==> config.mk <==
export PLATFORM = sky130hd
export DESIGN_NAME = cryptoveril_pipe
export DESIGN_NICKNAME = d
export VERILOG_FILES = /design/src/rtl/cryptoveril_pipe.sv
export SDC_FILE = /design/constraint.sdc
export NUM_CORES = 1
export LEC_CHECK = 0
export ABC_AREA = 0
export CORE_MARGIN = 3
export CORE_UTILIZATION = 55
export CTS_CLUSTER_SIZE = 14
export DETAILED_ROUTE_END_ITERATION = 16
export DONT_BUFFER_PORTS = 1
export PLACE_DENSITY = 0.7
export SLEW_MARGIN = 20
export SYNTH_ARGS = -nofsm -noshare
export SYNTH_HDL_FRONTEND = slang
export SYNTH_SLANG_ARGS = --single-unit
==> constraint.sdc <==
create_clock -name clk1 -period 4.65 [get_ports clk1]
set_input_delay 0.465 -clock clk1 [delete_from_list [all_inputs] [get_ports clk1]]
set_output_delay 0.465 -clock clk1 [all_outputs]
set_load 0.03 [all_outputs]
==> src/rtl/cryptoveril_pipe.sv <==
// Iterative add-rotate-xor block cipher with valid/ready handshakes.
// One round step (xor, rotate, add) executes per clock; ROUNDS rounds per word.
module cryptoveril_pipe #(
   parameter int unsigned DATA_W = 16,
   parameter int unsigned KEY_W  = 5,
   parameter int unsigned ROUNDS = 3
) (
   input  logic              clk1,
   input  logic              rst,
   input  logic              mode,
   input  logic              key_ld,
   input  logic [KEY_W-1:0]  key_in,
   input  logic              in_valid,
   output logic              in_ready,
   input  logic [DATA_W-1:0] in_data,
   output logic              out_valid,
   input  logic              out_ready,
   output logic [DATA_W-1:0] out_data,
   output logic              busy
);

   localparam int unsigned      CNT_W  = (ROUNDS > 1) ? $clog2(ROUNDS) : 1;
   localparam int unsigned      SH_W   = (DATA_W > 1) ? $clog2(DATA_W) : 1;
   localparam logic [CNT_W-1:0] LAST_R = CNT_W'(ROUNDS - 1);

   typedef enum logic [2:0] {IDLE, S1, S2, S3, DONE} state_t;

   state_t            state;
   logic [KEY_W-1:0]  key_q;
   logic [KEY_W-1:0]  op_key;
   logic [KEY_W-1:0]  rk;
   logic [CNT_W-1:0]  cnt;
   logic [DATA_W-1:0] x;
   logic [DATA_W-1:0] k_exp;
   logic [DATA_W-1:0] rot_l;
   logic [DATA_W-1:0] rot_r;
   logic [DATA_W-1:0] s3_val;
   logic [SH_W-1:0]   sh;
   logic              dec;
   logic              last_round;

   // Round key and its bitwise expansion to the datapath width
   assign rk = op_key + KEY_W'(cnt);

   for (genvar g = 0; g < int'(DATA_W); g++) begin : g_exp
      assign k_exp[g] = rk[g % KEY_W];
   end

   assign sh         = SH_W'(32'(rk) % DATA_W);
   assign rot_l      = (x << sh) | (x >> (DATA_W - 32'(sh)));
   assign rot_r      = (x >> sh) | (x << (DATA_W - 32'(sh)));
   assign s3_val     = dec ? (x ^ k_exp) : (x + k_exp);
   assign last_round = dec ? (cnt == '0) : (cnt == LAST_R);

   always_ff @(posedge clk1 or posedge rst) begin
      if (rst) begin
         state     <= IDLE;
         key_q     <= '0;
         op_key    <= '0;
         cnt       <= '0;
         x         <= '0;
         dec       <= 1'b0;
         in_ready  <= 1'b0;
         out_valid <= 1'b0;
         out_data  <= '0;
         busy      <= 1'b0;
      end else begin
         // The key register follows key_ld at all times; the operation uses op_key
         if (key_ld) key_q <= key_in;

         case (state)
            IDLE: begin
               in_ready <= 1'b1;
               if (in_valid && in_ready) begin
                  x        <= in_data;
                  dec      <= mode;
                  op_key   <= key_ld ? key_in : key_q;
                  cnt      <= mode ? LAST_R : '0;
                  in_ready <= 1'b0;
                  busy     <= 1'b1;
                  state    <= S1;
               end
            end
            S1: begin
               x     <= dec ? (x - k_exp) : (x ^ k_exp);
               state <= S2;
            end
            S2: begin
               x     <= dec ? rot_r : rot_l;
               state <= S3;
            end
            S3: begin
               x <= s3_val;
               if (last_round) begin
                  out_data  <= s3_val;
                  out_valid <= 1'b1;
                  state     <= DONE;
               end else begin
                  cnt   <= dec ? (cnt - CNT_W'(1)) : (cnt + CNT_W'(1));
                  state <= S1;
               end
            end
            DONE: begin
               // Release returns to IDLE with in_ready already high for the next cycle
               if (out_ready) begin
                  out_valid <= 1'b0;
                  busy      <= 1'b0;
                  in_ready  <= 1'b1;
                  state     <= IDLE;
               end
            end
            default: state <= IDLE;
         endcase
      end
   end

endmodule

**After elaboration in Yosys (flattened, before gate mapping)**

Index checks and enable logic that the tools add are counted.

- Output and inout port bits: 19
- Memories kept: 0
- Word-level logic and storage cells: 71
- Bits in registers: 51
- Memory bits (read-only): 0
- Bits in latches: 0
- Input bits: 27
- Bits in writable memories: 0

- Multiplexer cells: 24
- Eq/ne operators: 9
- Div/mod/pow operators: 0
- Add/sub/neg operators: 6
- Shifts and indexed selects: 4
- $mul: 0
- Reductions and logical operators: 15
- Order comparisons: 0
- Bitwise gates (word level): 3

Operators with widths:

| operator | number |
|---|---|
| $mux W16 | 4 |
| $pmux W16 S4 | 1 |
| $or A16 B16 Y16 | 2 |
| $shl A16 B32 Y16 | 1 |
| $shr A16 B32 Y16 | 1 |
| $add A16 B16 Y16 | 1 |
| $shl A16 B4 Y16 | 1 |
| $shr A16 B4 Y16 | 1 |
| $sub A16 B16 Y16 | 1 |
| $xor A16 B16 Y16 | 1 |
| $pmux W3 S5 | 1 |
| $reduce_and A2 Y1 | 5 |
| $mux W3 | 3 |
| $reduce_and A3 Y1 | 3 |
| $mux W2 | 4 |
| $ne A2 B2 Y1 const B | 4 |
| $eq A3 B2 Y1 const B | 2 |
| $mux W1 | 6 |
| $pmux W1 S2 | 3 |
| $reduce_bool A2 Y1 | 3 |
| $sub A5 B4 Y6 const A | 1 |
| $add A5 B2 Y5 | 1 |
| $mux W5 | 1 |
| $pmux W2 S2 | 1 |
| 9 further kinds | 9 |

**Longest topological paths before layout**

- Depth in word-level cells: 6
- Depth in mapped cells: 17
- Gate-level depth less buffers: 14

**Least setup slack after synthesis**

Ideal clock, no wire load.

- Path type: flip-flop to flip-flop
- From: register op_key[0]
- To: register x[10]
- Cell stages (with the launch flop): 16
- Period minus slack after synthesis: 4,039 ps
- Required time: 4,515 ps
- Setup slack: 611 ps
- Library setup time: 135 ps
- Arrival time: 3,904 ps
- Path buffers: 4
- Cells stage by stage: dfrtp_1 -> ha_1 -> fa_1 -> buf_2 -> inv_1 -> clkbuf_1 -> ha_1 -> xor3_1 -> buf_4 -> buf_4 -> o21ai_0 -> o21ai_0 -> a2111oi_0 -> o32ai_1 -> o221ai_1 -> o211ai_1

- Cells in the longest elaborated chain, start to end: 6
- Elaborated cells between the ends (all ways): 15
- Those cells by class: 4 x add/sub; 4 x shift; 4 x mux; 3 x bitwise

Ends and longest elaborated chain:

| what | RTL line | RTL |
|---|---|---|
| start, declared | 30 | `logic [KEY_W-1:0] op_key;` |
| start signal, assigned | 77 | `op_key <= key_ld ? key_in : key_q;` |
| $add A5 B2 Y5 (*) | 43 | `assign rk = op_key + KEY_W'(cnt);` |
| $sub A5 B4 Y6 | 50, 51 |  |
| $shr A16 B32 Y16 or $shl A16 B32 Y16 (tied branches) | 50, 51 |  |
| $or A16 B16 Y16 (on tied branches) | 50, 51 |  |
| $mux W16 | 89 | `x <= dec ? rot_r : rot_l;` |
| $pmux W16 S4 (*) | 71 | `case (state)` |
| end signal, assigned | 75 | `x <= in_data;` |
| end signal, assigned | 89 |  |
| end signal, assigned | 93 | `x <= s3_val;` |
| end, declared | 33 | `logic [DATA_W-1:0] x;` |

Every way passes the cells marked *; elsewhere a longest branch is shown, timed or not.
A chain may end at the register's enable or synchronous reset.

**Final worst setup path**

- From: register cnt[0]
- To: register out_data[15]

- Cells in the longest elaborated chain, start to end: 3
- Elaborated cells between the ends (all ways): 8
- Those cells by class: 2 x add/sub; 1 x eq/ne; 2 x mux; 1 x bitwise; 2 x reduce/logical

Ends and longest elaborated chain:

| what | RTL line | RTL |
|---|---|---|
| start, declared | 32 | `logic [CNT_W-1:0] cnt;` |
| start signal, assigned | 78 | `cnt <= mode ? LAST_R : '0;` |
| start signal, assigned | 99 | `cnt <= dec ? (cnt - CNT_W'(1)) : (cnt + CNT_W'(1));` |
| $add A5 B2 Y5, or another cell as far along | 43 |  |
| $add A16 B16 Y16, or another cell as far along | 52 | `assign s3_val = dec ? (x ^ k_exp) : (x + k_exp);` |
| $mux W16 or $reduce_and A2 Y1 (tied branches) | - |  |
| end signal, assigned | 95 | `out_data <= s3_val;` |
| end, declared | 18 | `output logic [DATA_W-1:0] out_data,` |

Several ways; a longest one is shown, not always the timed one.

==> impl_summary.log <==
INFO  metric outcome = complete, no violations
INFO  metric floorplan.io_pins = 46
INFO  metric grt_first_pass_wirelength = 41.1 mm
INFO  metric synth.largest_area_cell = dfrtp_1
INFO  metric detail_route.wirelength = between 20 and 30 mm
INFO  metric place.gp.congestion = between 1 and 1.5
INFO  metric yosys.area_share.xor_xnor = around 4.3%
INFO  metric tritoncts = done
INFO  metric synth-async-reset-ratio = 100%
INFO  metric dpl.hpwl = 18.9 mm
INFO  metric maxSlewHeadroom = 27.1%
INFO  metric dominantRegCellSynth = dfrtp_1
INFO  metric fill_cells = 1176
INFO  metric row_count = 40
INFO  metric max_transition_viols_final = 0
INFO  metric floorplan.die.width = 118 microns
INFO  metric start_util = a little under three fifths
INFO  metric grt_setup_unrepaired = no
INFO  metric tightestPinTransition = approximately 1.1 ns
INFO  metric total_grt_overflow = 0
INFO  metric detailedRoute.firstIterationViolations = 1161
INFO  metric gr-max-usage-layer = met2
INFO  metric rr_worst_depth = 12
INFO  metric worst_r2r_startpoint = cnt[0]
INFO  metric timing.final.setup_violations = 0
INFO  metric final.min_clock_period = 4.11 ns
INFO  metric via_count_of_the_first_global_routing_pass = approximately 7100
INFO  metric cp-end-kind = register
INFO  metric clk-insertion-delay-late = 0.31 ns
INFO  metric clk_transition_reported_paths = around 0.080 ns
INFO  metric seqCellArea = about 1300 sq um
INFO  metric arrival = roughly 4.3 ns
INFO  metric crit_fanout = 27
INFO  metric synthAdderAreaFrac = slightly below 7%
INFO  metric yosysTopAreaCellShare = 18.5%
INFO  metric cts_hold_buf = 0
INFO  metric final_nets = 896
INFO  metric post_synth_mux_area_share = 18.5%
INFO  metric ctsHtreeMaxLevel = 2
INFO  metric synth_edf_count = 0
INFO  metric port_buffers = 0
INFO  metric worst_r2r_endpoint = out_data[15]
INFO  metric period_share = about nine tenths
INFO  metric avgRoutedWirePerCell = 26.4 microns
INFO  metric mappedNetlistNets = ~940
INFO  metric final_common_cell = nand2_1
INFO  metric drc = 0
INFO  metric grt_util_met3 = 8.02%
INFO  metric met2_usage = around three fifths
INFO  metric dieHeight = approximately 120 microns
INFO  metric cts-buffers-inserted = 5
INFO  metric syn_area = 6900 sq um
INFO  metric post_synth.cell_area_avg = 7.83 sq um
INFO  metric cts_resized = 0
INFO  metric drt-pass1-iter-count = 6
INFO  metric grt_start_max_net_pins = 52
INFO  metric cts_buffer_depth = 2
INFO  metric grt_util_all_layers = 37.3%
INFO  metric flow.area_growth_from_synthesis = 2.83%
INFO  metric synth_seq_area_share = between 10% and 20%
INFO  metric grt_use_met1 = 47.3%
INFO  metric critical_path_start_type = register
INFO  metric reg2reg_slack = 0.54 ns
INFO  metric antenna_found_initial = 1
INFO  metric multi_input_area = between 5000 and 6000 sq um
INFO  metric final_layout_size_suffix_gt1_share = 11.5%
INFO  metric finClkSkew = 0.0122 ns
INFO  metric ys_seq_elements = 51
INFO  metric clock_tree_root_buffer_cell = clkbuf_16
INFO  metric core_outline_area = 12100 sq um
INFO  metric post-cts-setup-buffer-count = 0
INFO  metric cap_viol_max_count = 0
INFO  metric cts.sink_count = 51
INFO  metric largest_family_of_logic_cells_by_synthesized_area = compound AO/OA/AOI/OAI gates
INFO  metric totalNegativeSetupSlack = 0 ns
INFO  metric synth.top_cells.by_area = dfrtp_1 (19%), mux4_2 (7.8%), ha_1 (6.0%)
INFO  metric max_freq = 244 MHz
INFO  metric synth_simple_gate_area_share = between 10% and 20%
INFO  metric dr_total_vias = 7296
INFO  metric synthesis.yosys.warnings = 0
INFO  metric leading_cell_types_in_the_layout_fill_and_taps_excluded = nand2_1 (97), nor2_1 (85), o21ai_0 (80)
INFO  metric critPathRequiredTime = slightly below 5 ns
INFO  metric syn-instance-count = a little under 900
INFO  metric synth_compound_gate_area_share = 27.4%
INFO  metric vias_per_cell = 7.27
INFO  metric finalHoldViolCount = 0
INFO  metric hold_class = input pin to asynchronous set/reset pin
INFO  metric antenna_violating_nets_post_route = 0
INFO  metric yosys.cell_types.count = 77
INFO  metric critical_path_class = register to register
INFO  metric floorplan.die_area = around 14000 sq um
[critical path, cell delays in order (launching register included)]
cell and delay, ns:
dfrtp_1 0.46, ha_2 0.23, fa_1 0.51, buf_4 0.36, ha_1 0.45, a2111oi_0 0.48, o21ai_0 0.17, and3_1 0.23
a21o_1 0.22, a21oi_1 0.21, xor2_1 0.19, nand2_1 0.19, o31ai_1 0.29
[layer usage]
layer / vias to the layer above / share of wire, %
li1: 3175 / -
met1: 3446 / 37
met2: 557 / 46
met3: 118 / 11
met4: 0 / 5.7
met5: - / 0
[state kept, by name, summed over array words and instances, names as in the netlist]
register / count
out_data: 16
state: 3
out_valid: 1
dec: 1
in_ready: 1
op_key: 5
cnt: 2
key_q: 5
busy: 1
x: 16
[logic make-up after synthesis]
family	Yosys count
multiplexers	92
AND/OR/NAND/NOR	276
flip-flops	51
buffers and inverters	107
adder cells (fa/ha/maj)	36
XOR/XNOR	27
AO/OA/AOI/OAI	292
[synthesized netlist by cell type (4+ instances only)]
master,count
a2111oi_0,7
a211o_1,4
a211oi_1,23
a21o_1,9
a21oi_1,73
a221oi_1,4
a22o_1,4
a311oi_1,6
a31oi_1,11
buf_1,5
buf_2,15
buf_4,8
clkbuf_1,49
dfrtp_1,51
ha_1,33
inv_1,25
mux2_2,25
mux2i_1,40
mux4_2,24
nand2_1,97
nand2b_1,4
nand3_1,21
nand4_1,4
nor2_1,85
nor2b_1,7
nor3_1,31
o2111ai_1,4
o211ai_1,15
o21a_1,5
o21ai_0,80
o21ai_1,4
o221ai_1,6
o22ai_1,5
o31ai_1,4
or3_1,12
xnor2_1,18
xor2_1,5
[through the flow]
step                hold WS [ns]  std cells  worst slack, ns  util, %  instance area [sq um]
finish                     0.220       1003            0.544     58.5                   7090
floorplan                  0.468        881            0.611        -                   6900
global route               0.270       1002            0.199     58.5                   7090
CTS                        0.243       1002            0.610     58.5                   7090
detailed placement         0.484        994            0.640     57.2                   6930
global placement           0.474        994            0.682     57.2                   6930
[area by class of cell]
type / count / share of cell area [%]
antenna: 1 / 0.0353
multi-input combinational: 723 / 72.8
clock inverter: 3 / 0.441
inverter: 29 / 1.57
tap: 168 / 2.96
sequential: 51 / 18.0
timing repair buffer: 23 / 2.44
clock buffer: 5 / 1.76
[worst max path at each step]
stage	slack, ns	endpoint	start	cells after the start
after floorplan	0.61	x[10]	op_key[0]	15
after global placement	0.68	x[12]	cnt[0]	12
after detailed placement	0.64	x[12]	cnt[0]	12
after CTS	0.61	x[12]	cnt[0]	12
after global routing	0.20	x[11]	cnt[0]	13
final	0.54	out_data[15]	cnt[0]	12
Power is not shown: default switching activity piles up to over one toggle a cycle in this logic, so the estimate is an artifact.
